<file path="src/rtl/wb_port_arbiter.sv">
// ---------------------------------------------------------------------------
// wb_port_arbiter
//
// Shares the register file's two write ports among NREQ completing functional
// units. Each cycle the requesters are scanned in rotating order starting at
// rr_ptr. The first valid requester with a non-zero destination takes port 0
// (slot A). The next one whose destination differs from slot A's takes port 1
// (slot B). Writes to x0 are acknowledged without using a port. Accepted
// writes are registered and appear on the write ports one cycle later.
//
// Optional feature macro: WB_ARB_STATS_EN adds the conflict_cnt port and a
// saturating counter of cycles in which a real write request had to wait.
//
// Ports
//   clk          clock, rising edge
//   rst          asynchronous active-high reset
//   req_valid    per-requester writeback valid
//   req_ready    per-requester accept (combinational)
//   req_rd       per-requester destination register, 5 bits each
//   req_data     per-requester result, XLEN bits each
//   we0/wr_addr0/wr_din0   registered write port 0 (slot A)
//   we1/wr_addr1/wr_din1   registered write port 1 (slot B)
//   conflict_cnt saturating wait-cycle counter (WB_ARB_STATS_EN only)
// ---------------------------------------------------------------------------
module wb_port_arbiter #(
   parameter int NREQ = 3,
   parameter int XLEN = 32
) (
   input  logic                 clk,
   input  logic                 rst,
   input  logic [NREQ-1:0]      req_valid,
   output logic [NREQ-1:0]      req_ready,
   input  logic [NREQ*5-1:0]    req_rd,
   input  logic [NREQ*XLEN-1:0] req_data,
   output logic                 we0,
   output logic [4:0]           wr_addr0,
   output logic [XLEN-1:0]      wr_din0,
   output logic                 we1,
   output logic [4:0]           wr_addr1,
   output logic [XLEN-1:0]      wr_din1
`ifdef WB_ARB_STATS_EN
   ,
   output logic [15:0]          conflict_cnt
`endif
);

   localparam int PW = (NREQ > 1) ? $clog2(NREQ) : 1;

   logic [PW-1:0]   rr_ptr_r;
   logic [PW-1:0]   rr_next_s;
   logic [PW-1:0]   last_idx_s;
   logic            found_a_s;
   logic            found_b_s;
   logic [PW-1:0]   a_idx_s;
   logic [PW-1:0]   b_idx_s;
   logic [4:0]      a_rd_s;
   logic [4:0]      b_rd_s;
   logic [XLEN-1:0] a_data_s;
   logic [XLEN-1:0] b_data_s;

   // Rotating scan: pick slot A, slot B and acknowledge x0 writes
   always_comb begin : scan
      int         idx_v;
      logic [4:0] rd_v;
      req_ready = '0;
      found_a_s = 1'b0;
      found_b_s = 1'b0;
      a_idx_s   = '0;
      b_idx_s   = '0;
      a_rd_s    = 5'd0;
      b_rd_s    = 5'd0;
      a_data_s  = '0;
      b_data_s  = '0;
      idx_v     = 0;
      rd_v      = 5'd0;
      for (int k = 0; k < NREQ; k++) begin
         idx_v = (int'(rr_ptr_r) + k) % NREQ;
         rd_v  = req_rd[idx_v*5 +: 5];
         if (req_valid[idx_v]) begin
            if (rd_v == 5'd0) begin
               // x0 is never written, so the request is simply absorbed
               req_ready[idx_v] = 1'b1;
            end else if (!found_a_s) begin
               found_a_s        = 1'b1;
               a_idx_s          = PW'(idx_v);
               a_rd_s           = rd_v;
               a_data_s         = req_data[idx_v*XLEN +: XLEN];
               req_ready[idx_v] = 1'b1;
            end else if (!found_b_s && (rd_v != a_rd_s)) begin
               // Same-rd as slot A is refused so both ports never alias
               found_b_s        = 1'b1;
               b_idx_s          = PW'(idx_v);
               b_rd_s           = rd_v;
               b_data_s         = req_data[idx_v*XLEN +: XLEN];
               req_ready[idx_v] = 1'b1;
            end else begin
               req_ready[idx_v] = 1'b0;
            end
         end else begin
            req_ready[idx_v] = 1'b0;
         end
      end
   end

   // Next priority pointer: one past the last real grant
   always_comb begin
      last_idx_s = found_b_s ? b_idx_s : a_idx_s;
      if (last_idx_s == PW'(NREQ - 1)) begin
         rr_next_s = '0;
      end else begin
         rr_next_s = last_idx_s + 1'b1;
      end
   end

   // Priority pointer register; x0-only cycles leave it unchanged
   always_ff @(posedge clk or posedge rst) begin
      if (rst) begin
         rr_ptr_r <= '0;
      end else if (found_a_s) begin
         rr_ptr_r <= rr_next_s;
      end else begin
         rr_ptr_r <= rr_ptr_r;
      end
   end

   // Write port registers; address/data hold when the slot is empty
   always_ff @(posedge clk or posedge rst) begin
      if (rst) begin
         we0      <= 1'b0;
         wr_addr0 <= 5'd0;
         wr_din0  <= '0;
         we1      <= 1'b0;
         wr_addr1 <= 5'd0;
         wr_din1  <= '0;
      end else begin
         we0 <= found_a_s;
         we1 <= found_b_s;
         if (found_a_s) begin
            wr_addr0 <= a_rd_s;
            wr_din0  <= a_data_s;
         end else begin
            wr_addr0 <= wr_addr0;
            wr_din0  <= wr_din0;
         end
         if (found_b_s) begin
            wr_addr1 <= b_rd_s;
            wr_din1  <= b_data_s;
         end else begin
            wr_addr1 <= wr_addr1;
            wr_din1  <= wr_din1;
         end
      end
   end

`ifdef WB_ARB_STATS_EN
   logic [NREQ-1:0] live_s;
   logic            miss_s;

   // Requesters that need a real write port this cycle
   always_comb begin
      live_s = '0;
      for (int i = 0; i < NREQ; i++) begin
         live_s[i] = req_valid[i] & (req_rd[i*5 +: 5] != 5'd0);
      end
   end

   assign miss_s = |(live_s & ~req_ready);

   // Saturating count of cycles where a real write had to wait
   always_ff @(posedge clk or posedge rst) begin
      if (rst) begin
         conflict_cnt <= 16'd0;
      end else if (miss_s && (conflict_cnt != 16'hFFFF)) begin
         conflict_cnt <= conflict_cnt + 16'd1;
      end else begin
         conflict_cnt <= conflict_cnt;
      end
   end
`endif

endmodule
</file>
<file path="config.mk">
export PLATFORM = sky130hd
export DESIGN_NAME = wb_port_arbiter
export DESIGN_NICKNAME = d
export VERILOG_FILES = /design/src/rtl/wb_port_arbiter.sv
export SDC_FILE = /design/constraint.sdc
export NUM_CORES = 1
export LEC_CHECK = 0
export CAP_MARGIN = 20
export CORE_UTILIZATION = 30
export CTS_CLUSTER_SIZE = 10
export DETAILED_ROUTE_END_ITERATION = 10
export PLACE_DENSITY = 0.57
export SYNTH_ARGS = -nofsm -noshare
export SYNTH_HDL_FRONTEND = slang
export SYNTH_SLANG_ARGS = --single-unit
</file>
<file path="constraint.sdc">
create_clock -name clk -period 5.3 [get_ports clk]
set_input_delay 0.795 -clock clk [delete_from_list [all_inputs] [get_ports clk]]
set_output_delay 0.795 -clock clk [all_outputs]
set_load 0.005 [all_outputs]
</file>
Word-level counts from Yosys, hierarchy flattened
Index checks and enable logic that the tools add are counted.
{"block": "totals", "reg_bits": 78, "input_bits": 116}
{"block": "op_classes", "add_sub_neg": 3, "mul": 3, "div": 3, "order_cmp": 6, "eq_ne": 3, "n_shift": 6, "muxes": 88, "bitwise": 6, "reduce_logical": 8}
{"operator": "two-way mux 32 bit", "count": 16}
{"operator": "variable part select 96 x 32 -> 32 bit", "count": 3}
{"operator": ">= comparator 32 x 1 -> 1 bit, second input constant", "count": 3}
{"operator": "< comparator 32 x 4 -> 1 bit, second input constant", "count": 3}
{"operator": "multiplier 32 x 4 -> 32 bit, second input constant", "count": 3}
{"operator": "variable part select 15 x 32 -> 5 bit", "count": 3}
{"operator": "two-way mux 5 bit", "count": 16}
{"operator": "modulo 32 x 3 -> 32 bit, second input constant", "count": 2}
{"operator": "two-way mux 2 bit", "count": 18}
{"operator": "modulo 3 x 3 -> 32 bit, second input constant", "count": 1}
{"operator": "two-way mux 3 bit", "count": 9}
{"operator": "two-way mux 1 bit", "count": 23}
{"operator": "zero test 5 bit", "count": 3}
{"operator": "!= test 5 bit", "count": 2}
{"operator": "AND 3 bit", "count": 2}
{"operator": "binary-select mux 1 bit (select 2 bit)", "count": 3}
{"operator": "demux 1 bit (select 2 bit)", "count": 3}
{"operator": "inverter 3 bit", "count": 2}
{"operator": "OR 3 bit", "count": 2}
{"operator": "logical AND 1 bit", "count": 4}
{"operator": "adder 2 x 1 -> 3 bit, second input constant", "count": 1}
{"operator": "adder 2 x 2 -> 3 bit, second input constant", "count": 1}
{"operator": "adder 2 x 1 -> 2 bit, second input constant", "count": 1}
{"operator": "equality test 2 bit, second input constant", "count": 1}
{"operator": "zero test 1 bit", "count": 1}

Depth between registers and ports, before layout
{"block": "depth", "depth_word": 20, "depth_mapped": 22}

Worst setup path before layout
No wires, ideal clock.
{"block": "synth_path", "path_kind": "reg2out", "startpoint": "register rr_ptr_r[0]", "endpoint": "output port req_ready[0]", "arrival_time_ns": 4.861, "required_time_ns": 4.505, "slack_ns": -0.356, "path_stages_with_launch": 21, "n_path_buf": 6, "path_cell_list": "dfrtp_1 -> inv_1 -> ha_1 -> clkbuf_1 -> clkbuf_1 -> buf_1 -> clkbuf_1 -> clkbuf_1 -> nand3_1 -> fa_1 -> xnor2_2 -> xnor2_2 -> or4b_1 -> buf_2 -> nand3_1 -> o221a_2 -> nand4_2 -> nor4_4 -> a21oi_1 -> o21ai_0 -> a22oi_1"}
{"block": "synth_via", "elab_chain_len": 17, "elab_cells_between_ends": 70, "cone_classes": "add/sub: 2; mul: 3; div: 3; order compare: 6; eq/ne: 2; shift: 3; mux: 37; bitwise: 6; reduce/logical: 8"}
{"item": "from (decl)", "line_no": "49", "text": "logic [PW-1:0] rr_ptr_r;"}
{"item": "from (signal assigned)", "line_no": "120", "text": "rr_ptr_r <= rr_next_s;"}
{"item": "from (signal assigned)", "line_no": "122", "text": "rr_ptr_r <= rr_ptr_r;"}
{"item": "parallel branches: the longest is 16 deep, another holds modulo 32 x 3 -> 32 bit"}
{"item": "two-way mux 3 bit (*)", "line_no": "79", "text": "if (req_valid[idx_v]) begin"}
{"item": "to (decl)", "line_no": "32", "text": "output logic [NREQ-1:0] req_ready,"}
Every way passes the cells marked *. The select of a mux whose other input is x is not followed.

Worst setup path after layout
{"block": "layout_path", "startpoint": "register rr_ptr_r[1]", "endpoint": "output port req_ready[0]"}
The elaborated chain is that of the path after synthesis.

==> impl_metrics.tcl <==
set metrics [dict create \
    status "finished clean" \
    critPathSlowestCell "or4_4" \
    utilization_pct 45.20 \
    die_x_um 163.7 \
    die_area_um2 26810 \
    final_cell_area_um2 11480 \
    synth_nets 1101 \
    critPathMaxFanout 6 \
    yosys.area.top_type_share_pct 24.87 \
    period_minus_slack_ns 5.291 \
    ys_ff_latch 78 \
    floorplan.initialDensity_pct 30.90 \
    grt_pass1_wl_um 49120 \
    path_cells "buf_6 > ha_4 > buf_4 > o21ai_4 > xnor2_2 > nand2_1 > fa_2 > xor2_4 > or4_4 > o311ai_2 > buf_4 > buf_4 > buf_4 > nor3_2 > a21oi_1 > nor2_1 > nor4_4 > a21oi_2 > o21ai_2 > a22oi_2 > buf_2" \
    drive_above_1_share_pct 19.77 \
    worst_setup_path_end_kind "primary output" \
    drt_iter0_drc 628 \
    hold_viol_final 0 \
    routedWlPerCell_um 20.88 \
    drv_slew 0 \
    drc 0 \
    worstPathArrival_ns 4.50 \
    async_flop_share_pct 100.0 \
    synth_edf_count 0 \
    ant_nets 0 \
    path_clk_slew_ns 0.06 \
    clockBufferDepth 2 \
    yosysUniqueCellTypes 81 \
    post_dp_cell_area_um2 10790 \
    drt_pre_antenna_iters 6 \
    syn_avg_cell_area_um2 8.074 \
    clk_latency_ns 0.35 \
    min_period_over_period_pct 99.83 \
    crit_required_ns 4.51 \
    path_class "reg -> out" \
    cts_root_buf "clkbuf_16" \
    grt.total_usage_pct 23.80 \
    final_common_cell "clkdlybuf4s50_1" \
    setup_viol 0 \
    yosysWarnings 0 \
    synth_top_area_cell "dfrtp_1" \
    htree_levels 3 \
    final_cell_mix "clkdlybuf4s50_1, nor2_1, mux2i_1" \
    gp_congestion 0.8794 \
    ys.flop_type "dfrtp_1" \
    tightest_slew_ns 0.9173 \
    dieHeight_um 163.7 \
    syn_to_final_growth_pct 46.30 \
    hpwl_um 21930 \
    via_count 8658 \
    worstSetupStartpointType "flip-flop" \
    antennaDiodeCount 0 \
    cp_top_family "simple AND/OR/NAND/NOR gates" \
    boundaryPins 195 \
    io_buffers 194 \
    cts_tree "done" \
    finClkSkew_ns 0.003382 \
    grt_max_degree 65 \
    antenna_found_initial 0 \
    crit_buf_inv 6 \
    slew_headroom_pct 38.78 \
    drv_cap 0 \
    routed_wl_um 32340 \
    syn_area_um2 7848 \
    vias_per_cell 5.589 \
    grt_overflow 0 \
    cts_made_buffers 9 \
    core_area_um2 25400 \
    fmax_mhz 189.0 \
    crit_top_cell "buf_4" \
    syn_inst 972 \
    nNetsFinal 1343 \
    max_stage_delay_ns 0.53 \
    row_count 58 \
    clock_sinks 78 \
    min_path_type "reg -> reg" \
    yosys-top-cells-area "dfrtp_1, mux2i_1, a21oi_1, nor2_1, o21ai_0" \
    synth_seq_area_share_pct 24.87 \
    grt_pass1_vias 8613 \
    rsz0062_at_grt "yes" \
]
## worst register-to-register path, delay by kind of cell, from the launching register on
family | cells | cell delay, ns
fa+ha+maj | 2 | 0.58
flops | 1 | 0.49
simple gates | 4 | 0.76
compound gates | 4 | 0.74
mux | 1 | 0.37
xor+xnor | 2 | 0.33
buf+inv | 9 | 1.66
## per-layer routing
layer / global-route usage (%) / up-vias / wire [um]
met5: 0 / - / 0
met1: 31.50 / 4156 / 13920
met2: 38.94 / 407 / 15290
met3: 4.672 / 56 / 2434
met4: 7.155 / 0 / 697
li1: - / 4039 / -
## state kept, by name, summed over array words and instances, names as in the netlist
name	flops
wr_addr0	5
we1	1
wr_din0	32
rr_ptr_r	2
we0	1
wr_addr1	5
wr_din1	32
## area by class of cell
| type | count | area, um2 |
|---|---|---|
| fill | 2539 | 13920 |
| multi-input combinational | 795 | 5766 |
| timing repair buffer | 316 | 2928 |
| sequential | 78 | 1953 |
| tap | 330 | 412.9 |
| clock buffer | 10 | 229.0 |
| clock inverter | 6 | 133.9 |
| inverter | 14 | 58.81 |
## synthesized netlist by cell type (6+ instances only)
library cell    n
nor2_1        143
mux2_1         17
buf_6           6
o21ai_0        76
buf_1          15
buf_2          12
nor3_1          8
clkbuf_1       47
a21oi_1       108
a22oi_1        33
mux2_4         21
and2_1          6
nand3_1        13
mux2i_1       114
o2bb2ai_1      38
inv_1          14
nand2_1        86
dfrtp_1        78
ha_1           11
## per-stage QoR
stage	TNS [ns]	hold slack, ns	instances	setup WS, ns
after floorplan	0	0.4828	972	0.003552
after global placement	-0.2912	0.4755	1523	-0.1274
after detailed placement	-0.4614	0.4777	1523	-0.1786
after CTS	0	0.4953	1543	0.007881
after global routing	-0.2629	0.5157	1549	-0.1159
final	0	0.4887	1549	0.008901
## path summary, 6_finish.rpt
kind | from | endpoint | slack (ns) | cells after the start
max | rr_ptr_r[1]$_DFFE_PP0P_ | req_ready[0] | 0.009 | 21
min | wr_addr1[2]$_DFFE_PP0N_ | wr_addr1[2]$_DFFE_PP0N_ | 0.49 | 1
max reg2reg | rr_ptr_r[1]$_DFFE_PP0P_ | wr_addr1[3]$_DFFE_PP0N_ | 0.25 | 22
min reg2reg | wr_addr1[2]$_DFFE_PP0N_ | wr_addr1[2]$_DFFE_PP0N_ | 0.49 | 1
max in group asynchronous | rst | rr_ptr_r[1]$_DFFE_PP0P_ | 3.35 | 3
min in group asynchronous | rst | wr_din0[24]$_DFFE_PP0P_ | 0.93 | 2
## cells by family after synthesis
kind of cell	share of synthesized area [%]
compound gates	26.18
xor+xnor	1.180
flops	24.87
simple gates	17.04
mux	22.72
buf+inv	5.740
fa+ha+maj	2.264
## what timing repair did
| action | CTS | global route |
|---|---|---|
| endpoints found under the setup margin | 3 | 8 |
| cloned | 0 | 0 |
| gates resized for setup | 45 | 34 |
| pin swaps | 21 | 23 |
| hold buffers | 0 | 0 |
| setup buffers | 4 | 6 |
Power is left out: the tool's default activity adds up to more than one toggle a clock period on the data nets, which glitch-free logic cannot reach.
